$ cat src/rtl/apb_cmd_master_if.sv
// Command/response and APB requester signal bundle for apb_cmd_master.
// master modport is the block's own view; slave is the environment's view.
interface apb_cmd_master_if #(
  parameter int unsigned ADDR_WD = 12
) ();
  logic               cmd_valid;
  logic               cmd_ready;
  logic [ADDR_WD-1:0] cmd_addr;
  logic               cmd_write;
  logic [31:0]        cmd_wdata;
  logic               rsp_valid;
  logic [31:0]        rsp_rdata;
  logic               rsp_err;
  logic               psel;
  logic               penable;
  logic               pwrite;
  logic [ADDR_WD-1:0] paddr;
  logic [31:0]        pwdata;
  logic [31:0]        prdata;
  logic               pready;
  logic               pslverr;

  modport master (
    input  cmd_valid, cmd_addr, cmd_write, cmd_wdata, prdata, pready, pslverr,
    output cmd_ready, rsp_valid, rsp_rdata, rsp_err, psel, penable, pwrite, paddr, pwdata
  );

  modport slave (
    output cmd_valid, cmd_addr, cmd_write, cmd_wdata, prdata, pready, pslverr,
    input  cmd_ready, rsp_valid, rsp_rdata, rsp_err, psel, penable, pwrite, paddr, pwdata
  );
endinterface

$ cat src/rtl/apb_cmd_master.sv
// Single-outstanding command to APB requester bridge (IDLE -> SETUP -> ACCESS).
// Define APB_CMD_MASTER_TIMEOUT_EN to abort ACCESS after TIMEOUT_CYC cycles without pready.
module apb_cmd_master #(
  parameter int unsigned ADDR_WD     = 12,
  parameter int unsigned TIMEOUT_CYC = 256
) (
  input logic              pclk,
  input logic              preset_n,
  apb_cmd_master_if.master bus
);

  if (TIMEOUT_CYC < 2 || TIMEOUT_CYC > 65535) begin : g_bad_timeout
    $error("TIMEOUT_CYC must be within 2..65535");
  end

  typedef enum logic [1:0] {StIdle, StSetup, StAccess} state_e;

  state_e             state_q, state_d;
  logic [ADDR_WD-1:0] paddr_q, paddr_d;
  logic               pwrite_q, pwrite_d;
  logic [31:0]        pwdata_q, pwdata_d;
  logic               rsp_valid_q, rsp_valid_d;
  logic               rsp_err_q, rsp_err_d;
  logic [31:0]        rsp_rdata_q, rsp_rdata_d;
  logic               timeout;

`ifdef APB_CMD_MASTER_TIMEOUT_EN
  logic [15:0] cnt_q, cnt_d;

  // cnt_q equals the number of wait cycles already spent in the current ACCESS phase
  assign timeout = (cnt_q == 16'(TIMEOUT_CYC - 1));

  always_comb begin
    cnt_d = cnt_q;
    if (state_q == StSetup) begin
      cnt_d = '0;
    end else if (state_q == StAccess && !bus.pready) begin
      cnt_d = cnt_q + 16'd1;
    end
  end

  always_ff @(posedge pclk or negedge preset_n) begin
    if (!preset_n) begin
      cnt_q <= '0;
    end else begin
      cnt_q <= cnt_d;
    end
  end
`else
  assign timeout = 1'b0;
`endif

  always_comb begin
    state_d     = state_q;
    paddr_d     = paddr_q;
    pwrite_d    = pwrite_q;
    pwdata_d    = pwdata_q;
    rsp_valid_d = 1'b0;
    rsp_err_d   = rsp_err_q;
    rsp_rdata_d = rsp_rdata_q;
    unique case (state_q)
      StIdle: begin
        if (bus.cmd_valid) begin
          state_d  = StSetup;
          paddr_d  = bus.cmd_addr;
          pwrite_d = bus.cmd_write;
          pwdata_d = bus.cmd_write ? bus.cmd_wdata : 32'd0;
        end
      end
      StSetup: state_d = StAccess;
      StAccess: begin
        // A completing pready wins over a timeout in the same cycle
        if (bus.pready) begin
          state_d     = StIdle;
          rsp_valid_d = 1'b1;
          rsp_err_d   = bus.pslverr;
          rsp_rdata_d = pwrite_q ? 32'd0 : bus.prdata;
        end else if (timeout) begin
          state_d     = StIdle;
          rsp_valid_d = 1'b1;
          rsp_err_d   = 1'b1;
          rsp_rdata_d = 32'd0;
        end
      end
      default: state_d = StIdle;
    endcase
  end

  always_ff @(posedge pclk or negedge preset_n) begin
    if (!preset_n) begin
      state_q     <= StIdle;
      paddr_q     <= '0;
      pwrite_q    <= 1'b0;
      pwdata_q    <= '0;
      rsp_valid_q <= 1'b0;
      rsp_err_q   <= 1'b0;
      rsp_rdata_q <= '0;
    end else begin
      state_q     <= state_d;
      paddr_q     <= paddr_d;
      pwrite_q    <= pwrite_d;
      pwdata_q    <= pwdata_d;
      rsp_valid_q <= rsp_valid_d;
      rsp_err_q   <= rsp_err_d;
      rsp_rdata_q <= rsp_rdata_d;
    end
  end

  assign bus.cmd_ready = (state_q == StIdle);
  assign bus.psel      = (state_q != StIdle);
  assign bus.penable   = (state_q == StAccess);
  assign bus.paddr     = paddr_q;
  assign bus.pwrite    = pwrite_q;
  assign bus.pwdata    = pwdata_q;
  assign bus.rsp_valid = rsp_valid_q;
  assign bus.rsp_err   = rsp_err_q;
  assign bus.rsp_rdata = rsp_rdata_q;

endmodule

$ cat src/flat_wrapper.sv
// flat-port wrapper written by rule: the top's interface ports become plain ports
module apb_cmd_master_flat 
#(
  parameter int unsigned ADDR_WD     = 12,
  parameter int unsigned TIMEOUT_CYC = 256
)
  (pclk, preset_n, bus_cmd_valid, bus_cmd_addr, bus_cmd_write, bus_cmd_wdata, bus_prdata, bus_pready, bus_pslverr, bus_cmd_ready, bus_rsp_valid, bus_rsp_rdata, bus_rsp_err, bus_psel, bus_penable, bus_pwrite, bus_paddr, bus_pwdata);
  apb_cmd_master_if #(.ADDR_WD(ADDR_WD)) bus_i ();
  input logic pclk;
  input logic preset_n;
  input wire logic [$bits(bus_i.cmd_valid)-1:0] bus_cmd_valid;
  input wire logic [$bits(bus_i.cmd_addr)-1:0] bus_cmd_addr;
  input wire logic [$bits(bus_i.cmd_write)-1:0] bus_cmd_write;
  input wire logic [$bits(bus_i.cmd_wdata)-1:0] bus_cmd_wdata;
  input wire logic [$bits(bus_i.prdata)-1:0] bus_prdata;
  input wire logic [$bits(bus_i.pready)-1:0] bus_pready;
  input wire logic [$bits(bus_i.pslverr)-1:0] bus_pslverr;
  output wire logic [$bits(bus_i.cmd_ready)-1:0] bus_cmd_ready;
  output wire logic [$bits(bus_i.rsp_valid)-1:0] bus_rsp_valid;
  output wire logic [$bits(bus_i.rsp_rdata)-1:0] bus_rsp_rdata;
  output wire logic [$bits(bus_i.rsp_err)-1:0] bus_rsp_err;
  output wire logic [$bits(bus_i.psel)-1:0] bus_psel;
  output wire logic [$bits(bus_i.penable)-1:0] bus_penable;
  output wire logic [$bits(bus_i.pwrite)-1:0] bus_pwrite;
  output wire logic [$bits(bus_i.paddr)-1:0] bus_paddr;
  output wire logic [$bits(bus_i.pwdata)-1:0] bus_pwdata;
  assign bus_i.cmd_valid = bus_cmd_valid;
  assign bus_i.cmd_addr = bus_cmd_addr;
  assign bus_i.cmd_write = bus_cmd_write;
  assign bus_i.cmd_wdata = bus_cmd_wdata;
  assign bus_i.prdata = bus_prdata;
  assign bus_i.pready = bus_pready;
  assign bus_i.pslverr = bus_pslverr;
  assign bus_cmd_ready = bus_i.cmd_ready;
  assign bus_rsp_valid = bus_i.rsp_valid;
  assign bus_rsp_rdata = bus_i.rsp_rdata;
  assign bus_rsp_err = bus_i.rsp_err;
  assign bus_psel = bus_i.psel;
  assign bus_penable = bus_i.penable;
  assign bus_pwrite = bus_i.pwrite;
  assign bus_paddr = bus_i.paddr;
  assign bus_pwdata = bus_i.pwdata;
  apb_cmd_master #(.ADDR_WD(ADDR_WD), .TIMEOUT_CYC(TIMEOUT_CYC)) u_core (.pclk(pclk), .preset_n(preset_n), .bus(bus_i));
endmodule
$ cat config.mk
export PLATFORM = sky130hd
export DESIGN_NAME = apb_cmd_master_flat
export DESIGN_NICKNAME = d
export VERILOG_FILES = /design/src/rtl/apb_cmd_master_if.sv /design/src/rtl/apb_cmd_master.sv /design/src/flat_wrapper.sv
export SDC_FILE = /design/constraint.sdc
export NUM_CORES = 1
export LEC_CHECK = 0
export BUFFER_PORTS_ARGS = -buffer_cell sky130_fd_sc_hd__buf_2
export CORE_ASPECT_RATIO = 1.4
export CORE_MARGIN = 2
export CORE_UTILIZATION = 50
export DETAILED_ROUTE_END_ITERATION = 7
export PLACE_DENSITY = 0.85
export SLEW_MARGIN = 10
export SYNTH_ARGS = -nofsm -noshare
export SYNTH_HDL_FRONTEND = slang
export SYNTH_SLANG_ARGS = --single-unit
$ cat constraint.sdc
create_clock -name pclk -period 2.1 [get_ports pclk]
set_input_delay 0.105 -clock pclk [delete_from_list [all_inputs] [get_ports pclk]]
set_output_delay 0.105 -clock pclk [all_outputs]
set_load 0.03 [all_outputs]
After elaboration in Yosys (flattened, before gate mapping). Index checks and enable logic that the tools add are counted.

Register bits: 81. Input port bits: 82. Output and inout bits: 82. Logic and storage cells: 23.

Equal/unequal tests: 4. Mux-type cells: 7. Reduce and logical (&&, ||, !) cells: 5.

Operators by type and width (count): $mux W32 (2); $pmux W2 S3 (1); $reduce_and A2 Y1 (3); $mux W2 (2); $ne A2 B2 Y1 const B (2); $eq A2 B1 Y1 const B (1); $eq A2 B2 Y1 const B (1); $logic_not A2 Y1 (1); $mux W1 (2); $reduce_bool A2 Y1 (1).

Logic depth before layout (Yosys ltp). Gate-level depths: netlist (run 1).

Depth after elaboration: 3. Gate-level depth with buffers: 4. Mapped depth without buffers: 2.

Worst setup path after synthesis (run 1). No wires, ideal clock.

Path kind: reg-to-reg. From: register u_core.state_q[1]. To: register u_core.paddr_q[10], in the netlist u_core.bus.paddr[10]. Library setup time: 0.125 ns. Arrival: 1.234 ns. Path slack: 0.741 ns. Stages on the path, launching flop included: 5. Buffers on the path: 2. Period minus slack after synthesis: 1.359 ns. Cells stage by stage: dfrtp_1 nor3b_1 buf_4 buf_6 mux2_2.

Longest elaborated chain between the ends: 2.

RTL lines: start, declared (line apb_cmd_master.sv:18) `state_e state_q, state_d;`; start signal, assigned (line apb_cmd_master.sv:91) `state_q <= StIdle;`; start signal, assigned (line apb_cmd_master.sv:99) `state_q <= state_d;`; $logic_not A2 Y1 (line apb_cmd_master.sv:61) `unique case (state_q)`; $reduce_and A2 Y1 (no source line); end signal, assigned (line apb_cmd_master.sv:100) `paddr_q <= paddr_d;`; end, declared (line apb_cmd_master.sv:19) `logic [ADDR_WD-1:0] paddr_q, paddr_d;`.

Every way passes these cells. A chain may end at the register's enable or synchronous reset.

Worst setup path in the final report (run 1).
From: register u_core.pwrite_q, in the netlist u_core.bus.pwrite. To: output bus_pwrite.

RTL lines: start, declared (line apb_cmd_master.sv:20) `logic pwrite_q, pwrite_d;`; start signal, assigned (line apb_cmd_master.sv:101) `pwrite_q <= pwrite_d;`; end, declared (line flat_wrapper.sv:24) `output wire logic [$bits(bus_i.pwrite)-1:0] bus_pwrite;`.

No word-level cell between the ends.

==> summary.txt, run 1 <==
Timing
  – Final WS setup: roughly 0.44 ns
  – FMAX: around 0.60 GHz
  – Tightest Pin Transition: 1.02 ns
  – Max Transition Viols Final: 0
  – Unrepaired setup endpoints after global routing: no
  – Setup-failing EPs final: 0
  – Clk_skew: between 0.008 and 0.009 ns
  – Min Tclk post-route: 1.66 ns
  – Final Hold Vio Count: 0
  – Fin Setup TNS: 0 ns
  – Final period utilization: about four fifths
  – Hold WS: 0.0194 ns
  – Worst slew margin: around a third

Route
  – Avg WL per Cell: 15.4 microns
  – Final ANT Viol Nets: 0
  – Average vias per placed instance: approximately 4.8
  – Via count: 2716
  – Max layer used: met4
  – WL final: between 8 and 9 mm
  – DR WL met3: just under 600 microns
  – DR pass1 iterations: 4
  – # DRC: 0
  – Drt initial violations: 72
  – Metal1 wirelength: 3.29 mm
  – Met2 wire length: between 4 and 5 mm

Job
  – Max_cap viols: 0

Final layout
  – Area growth syn-to-layout: 37.9%
  – Fill cells: between 400 and 500
  – Cell Count, Final, Fillers Out: 570
  – Final core utilization: 71.1%
  – Fin nets: roughly 550
  – Layout cells sized above 1: ~48%
  – Diode count: 0

Setup path
  – Critical path peak fanout: 20
  – Crit path launch: u_core.bus.pwrite
  – CP required: 2.00 ns
  – Reg-to-reg setup timing slack: approximately 0.52 ns
  – Reg-to-Reg Start: u_core.state_q[0]
  – Critical Path End Type: output port
  – Startpoint types: flop
  – WP data arrival: between 1.5 and 2 ns
  – CP Class: flop to output port

Floorplan
  – # IOs: between 150 and 200
  – Cell row count: 36
  – Starting density of the core: a little over 50%
  – Placeable Area: around 0.0070 sq mm
  – Die Wd: between 70 and 80 microns
  – Die area: just under 0.008 sq mm
  – Chip height: approximately 100 microns

Logic synthesis
  – Synthesized instance count: 278
  – Syn nets: 360
  – Mapped Area: roughly 0.0036 sq mm
  – Register area share after synthesis: 56.3%
  – Syn. warnings: 0
  – Yosys cell types: 15
  – Number of synthesized register bits: 81
  – Synth Area per Inst: roughly 13 sq um

Global routing
  – Number of global-route vias before repair: between 2000 and 3000
  – First-pass GRT wire length: roughly 14 mm
  – Largest net degree at the start of global routing: 82
  – Antenna violations before repair: 0
  – Overall routing resource usage: a little under a quarter
  – GR Overflow Total: 0

Power
  – Leak: 0.00263 uW
  – Internal: 4280 uW
  – Clock share of power: between 10% and 20%
  – Pwr dens: roughly 1600 mW/mm^2
  – Register share of total power: a little over a third
  – Switching share of power: between 40% and 50%
  – Comb pwr share: between 50 and 60%
  – Max VDD drop: just under 0.9 mV
  – Switch Pwr: 3450 uW

Placement
  – Routability cong.: around 0.76
  – Inst Count DP: between 500 and 600
  – HPWL after DPL: between 5 and 6 mm
  – Post-Place Worst Slack: roughly 0.5 ns
  – Port Buffers: about 160

Clocking
  – Largest buffer count on any clock path: 2
  – Root Driver: clkbuf_8
  – Num CTS Buffers: 9
  – H-Tree Depth: 3
  – Skew-Pair Late Insertion Delay: about 0.34 ns
  – Post-CTS Resized: 0
  – Num Clock Sinks: 81
  – CTS tree: yes
  – Post-CTS Hold Buffers: 32
  – Post-CTS setup buffers: 0
  – Worst-path clk slew: approximately 0.08 ns

Hold path
  – Min-delay src: bus_cmd_wdata[12]
  – Worst Hold Class: input pin to flop

Run status
  – Run status: complete, no violations
==> per-layer routing <==
metal,vias to the layer above,global-route usage (%)
li1,1264,-
met1,1308,26.6
met2,120,39.2
met3,24,5.81
met4,0,10.9
met5,-,0
==> worst paths after layout <==
| kind | end | cells past startpoint |
|---|---|---|
| hold reg to reg | u_core.bus.rsp_err | 1 |
| min in group asynchronous | u_core.bus.pwdata[9] | 2 |
| max in group asynchronous | u_core.bus.pwdata[13] | 2 |
| hold / removal | u_core.bus.pwdata[12] | 3 |
| setup reg to reg | u_core.bus.rsp_rdata[1] | 3 |
| setup / recovery | bus_pwrite | 2 |
==> sequential cells by signal, summed over array words and instances (netlist names) <==
signal / count
u_core.bus.rsp_err: 1
u_core.bus.pwdata: 32
u_core.bus.rsp_valid: 1
u_core.bus.pwrite: 1
u_core.bus.paddr: 12
u_core.state_q: 2
u_core.bus.rsp_rdata: 32
==> metrics by stage <==
| stage | cell area [sq um] | total power, uW |
|---|---|---|
| after floorplan | 3600 | 5480 |
| after global placement | 4460 | 6430 |
| after detailed placement | 4460 | 6550 |
| after CTS | 4960 | 7720 |
| after global routing | 4960 | 8140 |
| final | 4960 | 7730 |
==> placed cells by master (no fill, tap or decap), drive strengths merged, types with 2 or more instances in the layout <==
master and count:
buf 167, dfrtp 81, mux2 47, inv 33, nand2 32, mux2i 32
nor2b 32, dlygate4sd3 32, clkbuf 11, nor2 2
==> critical path, cell delays in order, from the launching register on <==
cell and delay [ns]:
dfrtp_1 0.65, buf_4 0.33, buf_2 0.24
==> power groups by stage <==
stage | sequential [uW] | combinational, uW | clock (uW)
finish | 2720 | 3920 | 1090
global route | 2810 | 4150 | 1180
CTS | 2690 | 3900 | 1130
detailed placement | 2690 | 3860 | 0
global placement | 2680 | 3760 | 0
floorplan | 4030 | 1450 | 0
==> kinds of logic (layout without fill, tap and decap cells) <==
group,after synthesis,after routing,synth area share (%)
flip-flops,81,81,56.3
multiplexers,79,79,26.6
AND/OR/NAND/NOR,69,69,9.80
buffers and inverters,49,246,7.30
==> area by class of cell <==
type | instances | area (sq um) | area share (%)
inverter | 33 | 124 | 2.49
multi-input combinational | 148 | 1320 | 26.5
sequential | 81 | 2030 | 40.8
timing repair buffer | 199 | 1190 | 24.0
tap | 95 | 119 | 2.39
clock buffer | 11 | 141 | 2.85
clock inverter | 3 | 42.5 | 0.857
==> synthesized netlist by cell type (all sizes together) <==
cell / instances / area [sq um]
nor2b: 32 / 200
mux2: 47 / 638
dfrtp: 81 / 2030
nor3b: 1 / 7.51
inv: 33 / 124
buf: 9 / 113
mux2i: 32 / 320
nand2: 32 / 120
and3b: 1 / 8.76
nor2: 2 / 7.51
clkbuf: 7 / 26.3
and2b: 1 / 8.76
Power figures use the tool's default switching activity.
==> run 2, diff against run 1 <==
--- a/config.mk
+++ b/config.mk
@@ -8,9 +8,9 @@
 export BUFFER_PORTS_ARGS = -buffer_cell sky130_fd_sc_hd__buf_2
 export CORE_ASPECT_RATIO = 1.4
 export CORE_MARGIN = 2
-export CORE_UTILIZATION = 50
+export CORE_UTILIZATION = 42
 export DETAILED_ROUTE_END_ITERATION = 7
-export PLACE_DENSITY = 0.85
+export PLACE_DENSITY = 0.77
 export SLEW_MARGIN = 10
 export SYNTH_ARGS = -nofsm -noshare
 export SYNTH_HDL_FRONTEND = slang
==> constraint.sdc (replaced) <==
create_clock -name pclk -period 1.4 [get_ports pclk]
set_input_delay 0.07 -clock pclk [delete_from_list [all_inputs] [get_ports pclk]]
set_output_delay 0.07 -clock pclk [all_outputs]
set_load 0.03 [all_outputs]
==> run 2 against run 1 <==
The flow now finishes with violations (setup timing); total power grew 66%; largest power group unchanged; global-route usage shrank 4.1 points; clock-buffer cell count grew 1; cell count grew 7.0%; sequential share of layout area shrank 4.0 points; non-clock buffer count grew 29; setup slack lost 0.44 ns; routed wire length grew 3.9%; hold slack lost 0.011 ns; sequential cell count is the same; utilization shrank 5.9 points.
==> summary.txt, run 2 (synthesized netlist as in run 1, its figures left out) <==
Timing
  – FMAX: ~0.71 GHz
  – Final WS setup: -0.000936 ns (was 0.440 ns)
  – Max Transition Viols Final: 0 (unchanged)
  – Setup-failing EPs final: 1 (was 0)
  – Clk_skew: 0.00565 ns (was 0.00874 ns)
  – Worst slew margin: 60.5% (was 32.3%)
  – Min Tclk post-route: ~1.4 ns
  – Final Hold Vio Count: 0 (unchanged)
  – Unrepaired setup endpoints after global routing: yes (was no)
  – Tightest Pin Transition: 0.592 ns (was 1.02 ns)
  – Hold WS: 0.00804 ns (was 0.0194 ns)
  – Final period utilization: 100%

Power
  – Max VDD drop: 1.34 mV (was 0.865 mV)
  – Leak: 0.00289 uW (was 0.00263 uW)
  – Pwr dens: 2330 mW/mm^2 (was 1560 mW/mm^2)

Clocking
  – Num Clock Sinks: 81 (unchanged)
  – CTS tree: yes (unchanged)
  – Skew-Pair Late Insertion Delay: 0.33 ns (was 0.34 ns)
  – H-Tree Depth: 3 (unchanged)
  – Largest buffer count on any clock path: 2 (unchanged)
  – Num CTS Buffers: 9 (unchanged)
  – Root Driver: clkbuf_16 (was clkbuf_8)
  – Worst-path clk slew: 0.06 ns (was 0.08 ns)

Floorplan
  – Chip height: 114 microns (was 104 microns)
  – Starting density of the core: 42.6% (was 51.6%)
  – # IOs: 164 (unchanged)
  – Die Wd: 82.3 microns (was 75.7 microns)
  – Placeable Area: 0.00846 sq mm (was 0.00698 sq mm)
  – Die area: 0.00934 sq mm (was 0.00791 sq mm)
  – Cell row count: 40 (was 36)

Setup path
  – CP delay by family, top: flip-flops (unchanged)
  – CP Class: flop to flop (was flop to output port)
  – Critical path peak fanout: 7 (was 20)
  – CP required: 1.61 ns (was 2.00 ns)
  – Worst path max stage delay: 0.44 ns (was 0.65 ns)
  – Critical Path End Type: flop (was output port)
  – WP data arrival: 1.61 ns (was 1.56 ns)
  – Crit path buf inv count: 2 (unchanged)
  – Slowest CP cell: dfrtp_2 (was dfrtp_1)
  – Critical path cell sequence: nor3b_4, buf_6, buf_12, mux2_2 (was buf_4, buf_2)
  – Startpoint types: flop (unchanged)

Route
  – Via count: 2813 (was 2716)
  – Avg WL per Cell: 14.9 microns (was 15.4 microns)
  – Average vias per placed instance: 4.61 (was 4.76)
  – Final ANT Viol Nets: 0 (unchanged)
  – WL final: 9.10 mm (was 8.76 mm)
  – Drt initial violations: 140 (was 72)
  – # DRC: 0 (unchanged)
  – DR pass1 iterations: 4 (unchanged)

Final layout
  – Fin nets: 583 (was 554)
  – Area growth syn-to-layout: 53.1% (was 37.9%)
  – Commonest non-fill, non-tap cell in the layout: buf_2 (unchanged)
  – Commonest cells after routing, fill and taps aside: buf_2, dfrtp_1, dlygate4sd3_1 (was buf_2, dfrtp_1, inv_1)
  – Final core utilization: 65.2% (was 71.1%)
  – Final instance area: 0.00551 sq mm (was 0.00496 sq mm)
  – Diode count: 0 (unchanged)
  – Layout cells sized above 1: 49.9% (was 48.4%)

Global routing
  – Antenna violations before repair: 0 (unchanged)
  – GR Overflow Total: 0 (unchanged)
  – Overall routing resource usage: 19.2% (was 23.2%)
  – Largest net degree at the start of global routing: 34 (was 82)
  – First-pass GRT wire length: 13.5 mm (was 13.9 mm)
  – Number of global-route vias before repair: 2886 (was 2942)

Hold path
  – Worst Hold Class: input pin to flop (unchanged)

Placement
  – Port Buffers: 163 (unchanged)
  – Placed instance area: 0.00456 sq mm (was 0.00446 sq mm)
  – Routability cong.: 0.745 (was 0.756)
  – HPWL after DPL: 5.60 mm (was 5.36 mm)

Run status
  – Run status: complete, but fails checks (was complete, no violations)
  – Violated checks: setup timing

Job
  – Max_cap viols: 0 (unchanged)
## run 2: cell type report
| type | count | area (sq um) |
|---|---|---|
| Clock buffer | 12 | 256 |
| Clock inverter | 3 | 40.0 |
| Fill cell | 666 | 2950 |
| Inverter | 33 | 124 |
| Multi-Input combinational cell | 148 | 1370 |
| Sequential cell | 81 | 2030 |
| Tap cell | 105 | 131 |
| Timing Repair Buffer | 228 | 1570 |
## run 2: worst paths after layout
check	from	end	slack [ns]	cells after the start
setup reg to reg	u_core.state_q[1]	u_core.bus.paddr[1]	-0.0009	4
hold reg to reg	u_core.bus.paddr[4]	u_core.bus.paddr[4]	0.50	1
max in group asynchronous	preset_n	u_core.bus.paddr[9]	0.61	3
hold / removal	bus_cmd_wdata[31]	u_core.bus.pwdata[31]	0.008	3
min in group asynchronous	preset_n	u_core.bus.pwdata[12]	0.20	2
setup / recovery	u_core.state_q[1]	u_core.bus.paddr[1]	-0.0009	4
## run 2: per-stage QoR
| stage | total power (uW) | setup slack (ns) | instances | TNS (ns) |
|---|---|---|---|---|
| floorplan | 8210 | 0.0410 | 278 | 0 |
| global placement | 9810 | 0.0185 | 541 | 0 |
| detailed placement | 9970 | -0.0780 | 541 | -0.716 |
| CTS | 12500 | -0.0215 | 602 | -0.0497 |
| global route | 13600 | -0.0491 | 610 | -1.41 |
| finish | 12800 | -0.000936 | 610 | -0.000936 |
## run 2: power breakdown
| part | switching (uW) | internal, uW | leakage, uW |
|---|---|---|---|
| Combinational | 3860 | 2660 | 0.00172 |
| Sequential | 603 | 3400 | 0.00103 |
| Clock | 856 | 1460 | 0.000148 |
| Total | 5320 | 7520 | 0.00289 |
## run 2: timing repair
item	4_1_cts	5_1_grt
hold buffers	43	0
endpoints found under the setup margin	25	43
gates cloned	0	3
hold endpoints to repair	90	0
pin swaps	0	1
buffers inserted	3	5
resized for setup	1	26
## run 2: worst register-to-register path, stage by stage (launching register included)
cell     delay, ns
dfrtp_2       0.44
nor3b_4       0.23
buf_6         0.14
buf_12        0.13
mux2_2        0.34
## run 2: metal layers
layer  wire [microns]  global-route usage (%)  vias to the layer above
li1                 -                       -                     1324
met1             3620                    22.2                     1368
met2             4760                    32.7                      108
met3              570                    6.17                       13
met4              158                    6.67                        0
met5                0                       0                        -
==> run 3, diff against run 2 <==
--- a/config.mk
+++ b/config.mk
@@ -6,11 +6,13 @@
 export NUM_CORES = 1
 export LEC_CHECK = 0
 export BUFFER_PORTS_ARGS = -buffer_cell sky130_fd_sc_hd__buf_2
+export CAP_MARGIN = 15
 export CORE_ASPECT_RATIO = 1.4
 export CORE_MARGIN = 2
-export CORE_UTILIZATION = 42
+export CORE_UTILIZATION = 50
 export DETAILED_ROUTE_END_ITERATION = 7
-export PLACE_DENSITY = 0.77
+export PLACE_DENSITY = 0.85
+export RECOVER_POWER = 25
 export SLEW_MARGIN = 10
 export SYNTH_ARGS = -nofsm -noshare
 export SYNTH_HDL_FRONTEND = slang
==> constraint.sdc (replaced) <==
create_clock -name pclk -period 1.8 [get_ports pclk]
set_input_delay 0.09 -clock pclk [delete_from_list [all_inputs] [get_ports pclk]]
set_output_delay 0.09 -clock pclk [all_outputs]
set_load 0.03 [all_outputs]
==> run 3 against run 2 <==
The run now ends clean; cell count is 4.4% lower; total power fell by 30%; setup slack better by 0.29 ns; cell area fell by 8.1%; register-to-register slack better by 0.29 ns.
==> summary.txt, run 3 (synthesized netlist as in run 1, its figures left out) <==
Run status
  – Run status: complete, no violations (was complete, but fails checks)

Setup path
  – Reg2reg end: u_core.bus.paddr[4] (was u_core.bus.paddr[1])
  – FF-to-FF path depth: 3 (was 4)
  – Critical path peak fanout: 35 (was 7)
  – Reg-to-Reg Start: u_core.state_q[1] (unchanged)
  – Startpoint types: flop (unchanged)
  – CP Class: flop to flop (unchanged)
  – CP required: 2.03 ns (was 1.61 ns)
  – Critical Path End Type: flop (unchanged)
  – Reg-to-reg setup timing slack: 0.29 ns (was -0.0009 ns)
  – WP data arrival: 1.74 ns (was 1.61 ns)

Timing
  – Unrepaired setup endpoints after global routing: no (was yes)
  – FMAX: 0.662 GHz (was 0.714 GHz)
  – Min Tclk post-route: 1.51 ns (was 1.40 ns)
  – Max Transition Viols Final: 0 (unchanged)
  – Clk_skew: 0.00573 ns (was 0.00565 ns)
  – Tightest Pin Transition: 0.930 ns (was 0.592 ns)
  – Worst slew margin: 38.0% (was 60.5%)
  – Final Hold Vio Count: 0 (unchanged)
  – Final period utilization: 83.9% (was 100%)
  – Fin Setup TNS: 0 ns (was -0.000936 ns)
  – Final WS setup: 0.290 ns (was -0.000936 ns)
  – Setup-failing EPs final: 0 (was 1)

Clocking
  – Num Clock Sinks: 81 (unchanged)
  – CTS tree: yes (unchanged)
  – Worst-path clk slew: 0.08 ns (was 0.06 ns)
  – Largest buffer count on any clock path: 2 (unchanged)
  – Skew-Pair Late Insertion Delay: 0.34 ns (was 0.33 ns)
  – Post-CTS Resized: 0 (was 1)
  – Post-CTS setup buffers: 0 (was 3)
  – H-Tree Depth: 3 (unchanged)
  – Num CTS Buffers: 9 (unchanged)
  – Root Driver: clkbuf_8 (was clkbuf_16)
  – Post-CTS Hold Buffers: 40 (was 43)

Global routing
  – Number of global-route vias before repair: 3055 (was 2886)
  – First-pass GRT wire length: 14.8 mm (was 13.5 mm)
  – Largest net degree at the start of global routing: 37 (was 34)
  – Antenna violations before repair: 0 (unchanged)
  – Overall routing resource usage: 24.8% (was 19.2%)
  – GR Overflow Total: 0 (unchanged)

Route
  – Drt initial violations: 128 (was 140)
  – WL final: 9.28 mm (was 9.10 mm)
  – Final ANT Viol Nets: 0 (unchanged)
  – Avg WL per Cell: 15.9 microns (was 14.9 microns)
  – Average vias per placed instance: 4.79 (was 4.61)
  – DR pass1 iterations: 4 (unchanged)
  – Via count: 2790 (was 2813)
  – # DRC: 0 (unchanged)

Floorplan
  – Chip height: 104 microns (was 114 microns)
  – Cell row count: 36 (was 40)
  – Die Wd: 75.7 microns (was 82.3 microns)
  – Placeable Area: 0.00698 sq mm (was 0.00846 sq mm)
  – # IOs: 164 (unchanged)
  – Die area: 0.00791 sq mm (was 0.00934 sq mm)
  – Starting density of the core: 51.6% (was 42.6%)

Placement
  – Placed instance area: 0.00450 sq mm (was 0.00456 sq mm)
  – Port Buffers: 163 (unchanged)
  – Routability cong.: 0.756 (was 0.745)
  – HPWL after DPL: 5.60 mm (about the same)
  – Post-Place Worst Slack: 0.300 ns (was -0.0780 ns)

Power
  – Max VDD drop: 1.24 mV (was 1.34 mV)
  – Register share of total power: 34.8% (was 31.2%)
  – Switch Pwr: 4050 uW (was 5320 uW)
  – Pwr dens: 1770 mW/mm^2 (was 2330 mW/mm^2)
  – Internal: 4900 uW (was 7520 uW)
  – Leak: 0.00268 uW (was 0.00289 uW)
  – Comb pwr share: 52.5% (was 50.8%)
  – Clock share of power: 12.6% (was 18.0%)
  – Total power: 8950 uW (was 12800 uW)
  – Switching share of power: 45.3% (was 41.4%)

Hold path
  – Min-delay src: bus_cmd_wdata[24] (was bus_cmd_wdata[31])
  – Worst Hold Depth: 3 (unchanged)
  – Hold Crit Endpoint: u_core.bus.pwdata[24] (was u_core.bus.pwdata[31])
  – Worst Hold Class: input pin to flop (unchanged)

Final layout
  – Area growth syn-to-layout: 40.6% (was 53.1%)
  – Final instance area: 0.00506 sq mm (was 0.00551 sq mm)
  – Layout cells sized above 1: 48.0% (was 49.9%)
  – Commonest cells after routing, fill and taps aside: buf_2, dfrtp_1, dlygate4sd3_1 (unchanged)
  – Fill cells: 427 (was 666)
  – Commonest non-fill, non-tap cell in the layout: buf_2 (unchanged)
  – Fin nets: 566 (was 583)
  – Diode count: 0 (unchanged)

Job
  – Max_cap viols: 0 (unchanged)
[run 3: metal layers]
layer  GRT usage (%)  wire length [microns]  vias up
met1            28.7                   3490     1336
li1                -                      -     1294
met5               0                      0        -
met2            42.2                   4880      137
met3            5.72                    621       23
met4            11.2                    282        0
[run 3: how the worst max path moves through the flow]
stage	depth (start not counted)	slack, ns	end	start
global placement	3	0.34	u_core.bus.paddr[10]	u_core.state_q[1]
floorplan	4	0.44	u_core.bus.paddr[10]	u_core.state_q[1]
CTS	3	0.28	u_core.bus.paddr[7]	u_core.state_q[1]
finish	3	0.29	u_core.bus.paddr[4]	u_core.state_q[1]
global route	3	0.24	u_core.bus.pwrite	u_core.state_q[1]
detailed placement	3	0.30	u_core.bus.paddr[1]	u_core.state_q[1]
[run 3: power by group through the flow]
stage / clock network [uW] / registers, uW / logic [uW]
detailed placement: 0 / 3090 / 4600
global route: 1230 / 3220 / 5000
floorplan: 0 / 4700 / 1690
finish: 1130 / 3120 / 4700
global placement: 0 / 3070 / 4470
CTS: 1160 / 3080 / 4670
[run 3: final cells by class]
type                       instances  area, sq um  share of cell area, %
multi-input combinational        148         1320                   26.0
clock buffer                      12          145                   2.87
timing repair buffer             211         1310                   25.9
tap                               95          119                   2.35
inverter                          33          124                   2.45
sequential                        81         2030                   40.0
clock inverter                     3         17.5                  0.346
[run 3: critical path, cell delays in order, from the launching register on]
cell	delay, ns
dfrtp_1	0.42
nor3b_2	0.31
buf_12	0.28
mux2_2	0.38
[run 3: metrics by stage]
step | utilization (%) | hold WS [ns] | cells
6_report | 72.5 | 0.0200 | 583
5_1_grt | 72.5 | 0.0149 | 583
4_1_cts | 72.6 | 0.0000185 | 583
3_5_place_dp | 64.5 | 0.0805 | 528
3_3_place_gp | 64.5 | 0.0736 | 528
2_1_floorplan | - | -0.206 | 278
